<file path="src/rtl/hmmm_loader.sv">
// hmmm_loader: streams host program words into Hmmm core RAM via the MAR/RAM load
// strobes, then releases the core and tracks halt. Define HMMM_LOADER_CHECKSUM_EN for checksum verification.
module hmmm_loader #(
    parameter int DATA_W = 16,
    parameter int ADDR_W = 8
) (
    input  logic              clk,
    input  logic              rst,
    input  logic              load_start,
    input  logic [ADDR_W-1:0] load_base,
    input  logic [ADDR_W:0]   load_len,
    input  logic              host_valid,
    input  logic [DATA_W-1:0] host_data,
    output logic              host_ready,
    output logic [DATA_W-1:0] bus_out,
    output logic              bus_oe,
    output logic              pgrm_addr,
    output logic              pgrm_data,
    output logic              cpu_rst,
    input  logic              cpu_halt,
    output logic              busy,
    output logic              done,
    output logic              error
);

    typedef enum logic [2:0] {
        S_IDLE, S_WAIT, S_ADDR, S_DATA, S_RUN, S_HALTED
`ifdef HMMM_LOADER_CHECKSUM_EN
        , S_CHECK, S_ERROR
`endif
    } state_t;

    state_t            state, state_d;
    logic [ADDR_W-1:0] addr_q;
    logic [ADDR_W:0]   rem_q;
    logic [DATA_W-1:0] data_q;
    logic              start_ok;
    logic              accept_word;
    state_t            after_start;
    state_t            after_last;

`ifdef HMMM_LOADER_CHECKSUM_EN
    logic [DATA_W-1:0] sum_q;

    assign start_ok    = load_start && (state inside {S_IDLE, S_RUN, S_HALTED, S_ERROR});
    assign after_start = (load_len != '0) ? S_WAIT : S_CHECK;
    assign after_last  = S_CHECK;
    assign error       = (state == S_ERROR);
`else
    assign start_ok    = load_start && (state inside {S_IDLE, S_RUN, S_HALTED});
    assign after_start = (load_len != '0) ? S_WAIT : S_RUN;
    assign after_last  = S_RUN;
    assign error       = 1'b0;
`endif

    assign accept_word = (state == S_WAIT) && host_valid;

    // NOTE: sequential state uses non-blocking assignments so every register samples pre-edge values.
    always_ff @(posedge clk) begin
        if (rst) begin
            state  <= S_IDLE;
            addr_q <= '0;
            rem_q  <= '0;
            data_q <= '0;
`ifdef HMMM_LOADER_CHECKSUM_EN
            sum_q  <= '0;
`endif
        end else begin
            state <= state_d;
            if (start_ok) begin
                addr_q <= load_base;
                rem_q  <= load_len;
`ifdef HMMM_LOADER_CHECKSUM_EN
                sum_q  <= '0;
`endif
            end else if (accept_word) begin
                data_q <= host_data;
`ifdef HMMM_LOADER_CHECKSUM_EN
                sum_q  <= sum_q + host_data;
`endif
            end else if (state == S_DATA) begin
                // Address wraps naturally at 2^ADDR_W.
                addr_q <= addr_q + 1'b1;
                rem_q  <= rem_q - 1'b1;
            end
        end
    end

    // NOTE: every combinational output gets a default first so no path infers a latch.
    always_comb begin
        state_d = state;
        case (state)
            S_IDLE, S_HALTED: if (start_ok) state_d = after_start;
            S_RUN: begin
                // A simultaneous load request takes priority over halt.
                if (start_ok)      state_d = after_start;
                else if (cpu_halt) state_d = S_HALTED;
            end
            S_WAIT: if (accept_word) state_d = S_ADDR;
            S_ADDR: state_d = S_DATA;
            S_DATA: state_d = (rem_q == (ADDR_W+1)'(1)) ? after_last : S_WAIT;
`ifdef HMMM_LOADER_CHECKSUM_EN
            S_CHECK: if (host_valid) state_d = (host_data == sum_q) ? S_RUN : S_ERROR;
            S_ERROR: if (start_ok) state_d = after_start;
`endif
            default: state_d = S_IDLE;
        endcase
    end

    always_comb begin
        host_ready = 1'b0;
        bus_out    = '0;
        bus_oe     = 1'b0;
        pgrm_addr  = 1'b0;
        pgrm_data  = 1'b0;
        cpu_rst    = 1'b1;
        busy       = 1'b0;
        done       = 1'b0;
        case (state)
            S_WAIT: begin
                host_ready = 1'b1;
                busy       = 1'b1;
            end
            S_ADDR: begin
                bus_out   = DATA_W'(addr_q);
                bus_oe    = 1'b1;
                pgrm_addr = 1'b1;
                busy      = 1'b1;
            end
            S_DATA: begin
                bus_out   = data_q;
                bus_oe    = 1'b1;
                pgrm_data = 1'b1;
                busy      = 1'b1;
            end
`ifdef HMMM_LOADER_CHECKSUM_EN
            S_CHECK: begin
                host_ready = 1'b1;
                busy       = 1'b1;
            end
`endif
            S_RUN:    cpu_rst = 1'b0;
            S_HALTED: begin
                cpu_rst = 1'b0;
                done    = 1'b1;
            end
            default: ;
        endcase
    end

endmodule

</file>
<file path="config.mk">
export PLATFORM = sky130hd
export DESIGN_NAME = hmmm_loader
export DESIGN_NICKNAME = d
export VERILOG_FILES = /design/src/rtl/hmmm_loader.sv
export SDC_FILE = /design/constraint.sdc
export NUM_CORES = 1
export LEC_CHECK = 0
export CAP_MARGIN = 5
export CORE_MARGIN = 2
export CORE_UTILIZATION = 48
export CTS_BUF_LIST = sky130_fd_sc_hd__clkbuf_4
export DETAILED_ROUTE_END_ITERATION = 8
export PLACE_DENSITY = 0.87
export SLEW_MARGIN = 40
export SYNTH_ARGS = -nofsm -noshare
export SYNTH_HDL_FRONTEND = slang
export SYNTH_SLANG_ARGS = --single-unit
</file>
<file path="constraint.sdc">
create_clock -name clk -period 2.1 [get_ports clk]
set_input_delay 0.63 -clock clk [delete_from_list [all_inputs] [get_ports clk]]
set_output_delay 0.63 -clock clk [all_outputs]
set_load 0.02 [all_outputs]
</file>
==> results of run 1 <==
flip-flops by register name, summed over array words and instances, names as in the netlist:
| signal | flops |
|---|---|
| addr_q | 8 |
| data_q | 16 |
| rem_q | 9 |
| state | 3 |
cell type report:
class	instances	area [µm²]
clock buffer	6	45.04
clock inverter	2	35.03
fill	338	1086
inverter	8	32.53
multi-input combinational	184	1075
sequential	36	726.9
tap	48	60.06
timing repair buffer	79	683.2
power by group through the flow:
| stage | Clock, µW | Combinational [µW] | Sequential, µW |
|---|---|---|---|
| 6_report | 488 | 433 | 799 |
| 3_3_place_gp | 0 | 431 | 809 |
| 3_5_place_dp | 0 | 439 | 812 |
| 4_1_cts | 501 | 435 | 798 |
| 5_1_grt | 532 | 480 | 808 |
| 2_1_floorplan | 0 | 266 | 793 |
cell families after synthesis:
logic type                 after synthesis  synth area share, %
AOI/OAI and AO/OA                       56                19.06
DFF                                     36                37.72
adders and majority gates                3                1.965
buffers and inverters                   27                6.024
xor gates and xnor gates                 9                4.126
other                                    1               0.1963
muxes                                    8                4.191
and+or+nand+nor                        107                26.72
synthesized netlist by cell type (all sizes together), types with 2 or more instances:
master	n
nand3	7
a21oi	28
and3	3
mux2i	8
clkbuf	12
inv	8
nor4	2
a311oi	5
a211oi	9
buf	7
nand2b	3
and2	8
nor2	28
ha	3
dfxtp	36
a2bb2oi	2
nand4	8
nand2	40
xor2	8
nor3	4
worst max-delay path: cells and delay by family, from the launching register on:
kind,cells,cell delay [ps]
flops,1,350
buf+inv,2,430
simple gates,2,260
path summary, 6_finish.rpt:
| path | startpoint | end | depth (start not counted) |
|---|---|---|---|
| setup / recovery | state[2]$_SDFFE_PP0P_ | bus_out[3] | 4 |
| hold / removal | data_q[14]$_SDFFE_PP0P_ | data_q[14]$_SDFFE_PP0P_ | 2 |
| setup reg to reg | state[2]$_SDFFE_PP0P_ | rem_q[6]$_SDFFE_PP0P_ | 6 |
| hold reg to reg | data_q[14]$_SDFFE_PP0P_ | data_q[14]$_SDFFE_PP0P_ | 2 |
through the flow:
step           cells  worst slack (ps)  util, %  TNS, ps
2_1_floorplan    247             185.8        -        0
3_5_place_dp     355            -7.616    70.55   -11.96
3_3_place_gp     355             51.86    70.55        0
6_report         363             81.13    70.99        0
4_1_cts          363             1.084    72.89        0
5_1_grt          363             1.972    70.99        0
what timing repair did:
item                                   in CTS  in global routing
pin swaps                                   0                  0
endpoints found under the hold margin       0                  0
resized for setup                          61                 20
setup endpoints to repair                  23                 20
metal layers:
| layer | part of all wire (%) | global-route usage [%] | wire length [µm] |
|---|---|---|---|
| met1 | 42 | 26.53 | 2059 |
| met4 | 0 | 6.122 | 0 |
| met2 | 51 | 41.46 | 2465 |
| met3 | 6.8 | 6.926 | 331 |
| met5 | 0 | 0 | 0 |
==> results_tabular.tex, run 1 <==
\begin{tabular}{lr}
\hline
Metric & Value \\
\hline
\multicolumn{2}{l}{\textbf{Run status}} \\
Outcome & completed \\
\multicolumn{2}{l}{\textbf{Floorplanning}} \\
Die Footprint & 0.004501 mm² \\
Core area & 0.003744 mm² \\
Cell Rows & 22 \\
Initial core utilization & 51.04\% \\
Die Span X & 67.09 µm \\
Vert. Die Dim & 67.09 µm \\
Top-level port count & 62 \\
\multicolumn{2}{l}{\textbf{Logic synthesis}} \\
Number of enable-type register cells in the synthesized netlist & 0 \\
Flip-flop and latch count after synthesis & 36 \\
Top\_reg\_cell synth & dfxtp\_1 \\
Cell type with the largest total area after synthesis & dfxtp\_1 \\
Unique cell type count in the Yosys netlist & 42 \\
Cell count after synthesis & 247 \\
Largest cells by area after synthesis & dfxtp\_1 (38\%), nand2\_1 (7.9\%), a21oi\_1 (7.3\%) \\
Async S/R FF share, synth & 0\% \\
Mean Syn Cell Area & 7.735 µm² \\
Synth Net Count & 288 \\
Post-synthesis sequential area ratio & 37.72\% \\
Combined area of all synthesized cells & 0.001911 mm² \\
Count of synthesis-stage warnings from yosys & 0 \\
Top cell type's share of synthesized area & 37.72\% \\
\multicolumn{2}{l}{\textbf{Critical path}} \\
Critical path peak fanout & 7 \\
Crit start category & flop \\
Highest cell delay on the worst timing path & 350 ps \\
Crit path capture type & output pin \\
Worst path arrival time & 1390 ps \\
Setup CP Type & reg2out \\
Required time of the critical path & 1470 ps \\
Highest-delay cell along the critical path & dfxtp\_2 \\
Critical path, cell by cell & nand2b\_1, buf\_4, nor2\_1, clkdlybuf4s15\_2 \\
Setup slack, reg-to-reg & 450 ps \\
\multicolumn{2}{l}{\textbf{Clock network}} \\
Clock tree root driver cell & clkbuf\_4 \\
Clock tree from TritonCTS & done \\
CTS clk-pin slew, worst paths & 110 ps \\
Number of buffers created by CTS & 5 \\
Buffer depth of the longest clock path & 2 \\
CTS H-tree depth & 2 \\
Clock sinks & 36 \\
Skew-Pair Late Insertion Delay & 340 ps \\
Buffers inserted by post-CTS timing repair & 0 \\
CTS Hold Bufs & 0 \\
\multicolumn{2}{l}{\textbf{Detailed routing}} \\
WL per Instance & 13.37 µm \\
Routed wire length & 4855 µm \\
Vias per Instance & 5.430 \\
Count of routing violations after the opening detailed-route iteration & 92 \\
Remaining number of nets flagged by the antenna check after routing & 0 \\
Post-route DRC & 0 \\
Count of vias placed by the detailed router & 1971 \\
First drt pass iteration count & 4 \\
\multicolumn{2}{l}{\textbf{Global route}} \\
Remaining global-route overflow & 0 \\
Antenna violations before repair & 0 \\
Total global-route track usage & 23.19\% \\
Maximum number of pins on one net before global-route repair & 37 \\
Number of global-route vias before repair & 1864 \\
Wire length of the first global-routing pass & 7955 µm \\
\multicolumn{2}{l}{\textbf{STA}} \\
Layout Skew & 7.348 ps \\
Final critical path time including I/O delays and setup & 2019 ps \\
Final worst path period share & 96.14\% \\
Setup violations, final & 0 \\
Worst hold slack after final layout & 456.3 ps \\
Maximum clock rate & 495.3 MHz \\
Setup repair after global routing missed its margin & false \\
Final Max Tran Viols & 0 \\
Hold violation count in the final report & 0 \\
\multicolumn{2}{l}{\textbf{Pwr}} \\
Total power density per cell area & 647.4 mW/mm² \\
Sw Share & 29.12\% \\
Clock network fraction of design power & 28.4\% \\
Switching pwr & 501.1 µW \\
Worst vdd ir & 0.3256 mV \\
Final Power & 1721 µW \\
Leakage power & 0.001077 µW \\
Combinational cell fraction of total power & 25.2\% \\
Portion of total power attributed to sequential cells & 46.4\% \\
Internal power contribution & 1219 µW \\
\multicolumn{2}{l}{\textbf{Place}} \\
Total half-perimeter wirelength after legalization and detailed placement & 3562 µm \\
Buffers added on ports & 60 \\
Dpl cell area & 0.002641 mm² \\
Final weighted congestion in routability-driven placement & 0.9580 \\
\multicolumn{2}{l}{\textbf{Cells and area}} \\
Layout cells sized above 1 & 17.78\% \\
Area overhead of the layout relative to synthesis & 39.10\% \\
Final instance area & 0.002658 mm² \\
Leading cell types in the layout, fill and taps excluded & nand2\_1 (40), clkdlybuf4s50\_1 (37), dfxtp\_1 (33), nor2\_1 (28), a21oi\_1 (28) \\
Most common library cell in the layout ignoring fill and taps & nand2\_1 \\
Number of inserted diodes & 0 \\
Final Net Count & 355 \\
\multicolumn{2}{l}{\textbf{Job}} \\
Max-cap violation count & 0 \\
\multicolumn{2}{l}{\textbf{Worst hold path}} \\
Worst min-delay path class & reg2reg \\
\hline
\end{tabular}
Note: power is estimated with default switching activity, not from simulation.
==> run 2, diff against run 1 <==
--- a/config.mk
+++ b/config.mk
@@ -10,6 +10,7 @@
 export CORE_UTILIZATION = 48
 export CTS_BUF_LIST = sky130_fd_sc_hd__clkbuf_4
 export DETAILED_ROUTE_END_ITERATION = 8
+export MAX_ROUTING_LAYER = met4
 export PLACE_DENSITY = 0.87
 export SLEW_MARGIN = 40
 export SYNTH_ARGS = -nofsm -noshare
==> run 2 against run 1 <==
  * Via count decreased by 0.36%
  * Clock-buffer cell count unchanged
  * Sequential power about the same
  * Global-route usage grew 0.61 points
  * Wire length rose by 0.21%
  * Clock skew is essentially flat
  * Largest power group unchanged
==> results_tabular.tex, run 2 (synthesis results as in run 1) <==
\begin{tabular}{lr}
\hline
Metric & Value \\
\hline
\multicolumn{2}{l}{\textbf{Run status}} \\
Outcome & completed \\
\multicolumn{2}{l}{\textbf{Global route}} \\
Total global-route track usage & 23.79\% (+0.61 points) \\
Wire length of the first global-routing pass & 7948 µm (about the same) \\
Number of global-route vias before repair & 1864 (unchanged) \\
Maximum number of pins on one net before global-route repair & 37 (unchanged) \\
Antenna violations before repair & 0 (unchanged) \\
Remaining global-route overflow & 0 (unchanged) \\
\multicolumn{2}{l}{\textbf{Cells and area}} \\
Layout cells sized above 1 & 17.78\% (unchanged) \\
Regs by FF count & data\_q: 16 flops, rem\_q: 9 flops, addr\_q: 8 flops \\
Number of inserted diodes & 0 (unchanged) \\
Register containing the most flip-flops in the final layout & data\_q \\
Area overhead of the layout relative to synthesis & 39.10\% (unchanged) \\
Final Net Count & 355 (unchanged) \\
Leading cell types in the layout, fill and taps excluded & nand2\_1 (40), clkdlybuf4s50\_1 (37), dfxtp\_1 (33), nor2\_1 (28), a21oi\_1 (28) \\
Count of placed standard cells in the final layout, fillers left out & 363 (unchanged) \\
Final core utilization & 70.99\% (unchanged) \\
Number of flip-flops under the largest register name & 16 (unchanged) \\
Most common library cell in the layout ignoring fill and taps & nand2\_1 \\
\multicolumn{2}{l}{\textbf{Place}} \\
Total half-perimeter wirelength after legalization and detailed placement & 3562 µm (unchanged) \\
Final weighted congestion in routability-driven placement & 0.9755 (+1.8\%) \\
Buffers added on ports & 60 (unchanged) \\
Cells after DPL & 355 (unchanged) \\
\multicolumn{2}{l}{\textbf{STA}} \\
Maximum clock rate & 495.4 MHz (about the same) \\
Hold violation count in the final report & 0 (unchanged) \\
Setup repair after global routing missed its margin & false \\
Final Max Tran Viols & 0 (unchanged) \\
Final critical path time including I/O delays and setup & 2019 ps (-0.1110 ps) \\
Layout Skew & 7.465 ps (+0.1166 ps) \\
Setup violations, final & 0 (unchanged) \\
Final worst path period share & 96.13\% (about the same) \\
\multicolumn{2}{l}{\textbf{Clock network}} \\
CTS H-tree depth & 2 (unchanged) \\
Clock sinks & 36 (unchanged) \\
Buffer depth of the longest clock path & 2 (unchanged) \\
Clock tree root driver cell & clkbuf\_4 \\
Number of buffers created by CTS & 5 (unchanged) \\
CTS Hold Bufs & 0 (unchanged) \\
CTS clk-pin slew, worst paths & 110 ps (about the same) \\
Buffers inserted by post-CTS timing repair & 0 (unchanged) \\
Skew-Pair Late Insertion Delay & 340 ps (about the same) \\
Clock tree from TritonCTS & done \\
\multicolumn{2}{l}{\textbf{Detailed routing}} \\
First drt pass iteration count & 4 (unchanged) \\
WL per Instance & 13.40 µm (+0.21\%) \\
Vias per Instance & 5.410 (-0.36\%) \\
Count of routing violations after the opening detailed-route iteration & 99 (+7.6\%) \\
Remaining number of nets flagged by the antenna check after routing & 0 (unchanged) \\
Post-route DRC & 0 (unchanged) \\
Routed wire length & 4865 µm (+0.21\%) \\
Count of vias placed by the detailed router & 1964 (-0.36\%) \\
\multicolumn{2}{l}{\textbf{Worst hold path}} \\
Endpoint of the worst hold-timing path & data\_q[14]\$\_SDFFE\_PP0P\_ \\
Worst min-delay path class & reg2reg \\
Hold path cells & 2 (unchanged) \\
Worst Hold Launch & data\_q[14]\$\_SDFFE\_PP0P\_ \\
\multicolumn{2}{l}{\textbf{Floorplanning}} \\
Die Footprint & 0.004501 mm² (unchanged) \\
Vert. Die Dim & 67.09 µm (unchanged) \\
Top-level port count & 62 (unchanged) \\
Cell Rows & 22 (unchanged) \\
Core area & 0.003744 mm² (unchanged) \\
Initial core utilization & 51.04\% (unchanged) \\
Die Span X & 67.09 µm (unchanged) \\
\multicolumn{2}{l}{\textbf{Pwr}} \\
Clock network fraction of design power & 28.4\% (about the same) \\
Portion of total power attributed to sequential cells & 46.4\% (about the same) \\
Combinational cell fraction of total power & 25.2\% (about the same) \\
Worst vdd ir & 0.3260 mV (+0.12\%) \\
Sw Share & 29.14\% (about the same) \\
Switching pwr & 501.5 µW (about the same) \\
Leakage power & 0.001077 µW (unchanged) \\
Internal power contribution & 1219 µW (unchanged) \\
Total power density per cell area & 647.6 mW/mm² (about the same) \\
Final Power & 1721 µW (about the same) \\
\multicolumn{2}{l}{\textbf{Critical path}} \\
Critical path peak fanout & 7 (unchanged) \\
Worst path arrival time & 1390 ps (about the same) \\
Crit start category & flop \\
R2r startpoint & state[2]\$\_SDFFE\_PP0P\_ \\
Required time of the critical path & 1470 ps (about the same) \\
Worst r2r dst & rem\_q[6]\$\_SDFFE\_PP0P\_ \\
Setup slack, reg-to-reg & 460 ps (about the same) \\
Setup CP Type & reg2out \\
Worst reg2reg path depth & 6 (unchanged) \\
Crit path capture type & output pin \\
\multicolumn{2}{l}{\textbf{Job}} \\
Max-cap violation count & 0 (unchanged) \\
\hline
\end{tabular}
==> run 2: cell counts in the layout (fill, tap and decap cells not counted) <==
No cell type changed its count.
==> run 2: worst max path at each step <==
stage                              to  depth (start not counted)  slack (ps)                   from
after floorplan            bus_out[0]                          4         190  state[0]$_SDFFE_PP0P_
after CTS                 bus_out[10]                          4           1  state[2]$_SDFFE_PP0P_
after global placement     bus_out[5]                          4          50  state[1]$_SDFFE_PP0P_
after global routing       bus_out[3]                          4           2  state[2]$_SDFFE_PP0P_
after detailed placement   bus_out[6]                          4          -8  state[0]$_SDFFE_PP0P_
final                      bus_out[3]                          4          80  state[2]$_SDFFE_PP0P_
==> run 2: layer usage <==
layer | part of all wire, % | up-vias | track usage [%]
li1 | - | 992 | -
met1 | 43 | 910 | 26.84
met2 | 51 | 62 | 41.46
met3 | 6.1 | 0 | 6.419
met4 | 0 | 0 | 6.122
met5 | 0 | - | -
==> run 2: critical path: stages, from the launching register on <==
cell,delay [ps]
dfxtp_2,350
nand2b_1,170
buf_4,170
nor2_1,90
clkdlybuf4s15_2,260
==> run 2: cell type report <==
| cell class | instances | area (µm²) |
|---|---|---|
| fill | 338 | 1086 |
| multi-input combinational | 184 | 1075 |
| sequential | 36 | 726.9 |
| timing repair buffer | 79 | 683.2 |
| tap | 48 | 60.06 |
| clock buffer | 6 | 45.04 |
| clock inverter | 2 | 35.03 |
| inverter | 8 | 32.53 |
==> run 2: power groups by stage <==
stage	registers, µW	logic, µW	clock network, µW
finish	799	433	488
CTS	798	435	501
global route	808	480	532
global placement	809	431	0
floorplan	793	266	0
detailed placement	812	439	0
==> run 2: metrics by stage <==
| step | instance area (µm²) | TNS, ps | worst slack [ps] | hold slack [ps] |
|---|---|---|---|---|
| floorplan | 1911 | 0 | 185.8 | 431.7 |
| global placement | 2641 | 0 | 51.86 | 437.5 |
| detailed placement | 2641 | -11.96 | -7.616 | 443.0 |
| CTS | 2729 | 0 | 1.084 | 458.3 |
| global route | 2658 | 0 | 1.966 | 475.9 |
| finish | 2658 | 0 | 81.24 | 456.3 |
==> run 2: repair_timing <==
item | 4_1_cts | 5_1_grt
setup endpoints to repair | 23 | 20
gates resized for setup | 61 | 20
hold endpoints to repair | 0 | 0
pin swaps | 0 | 0
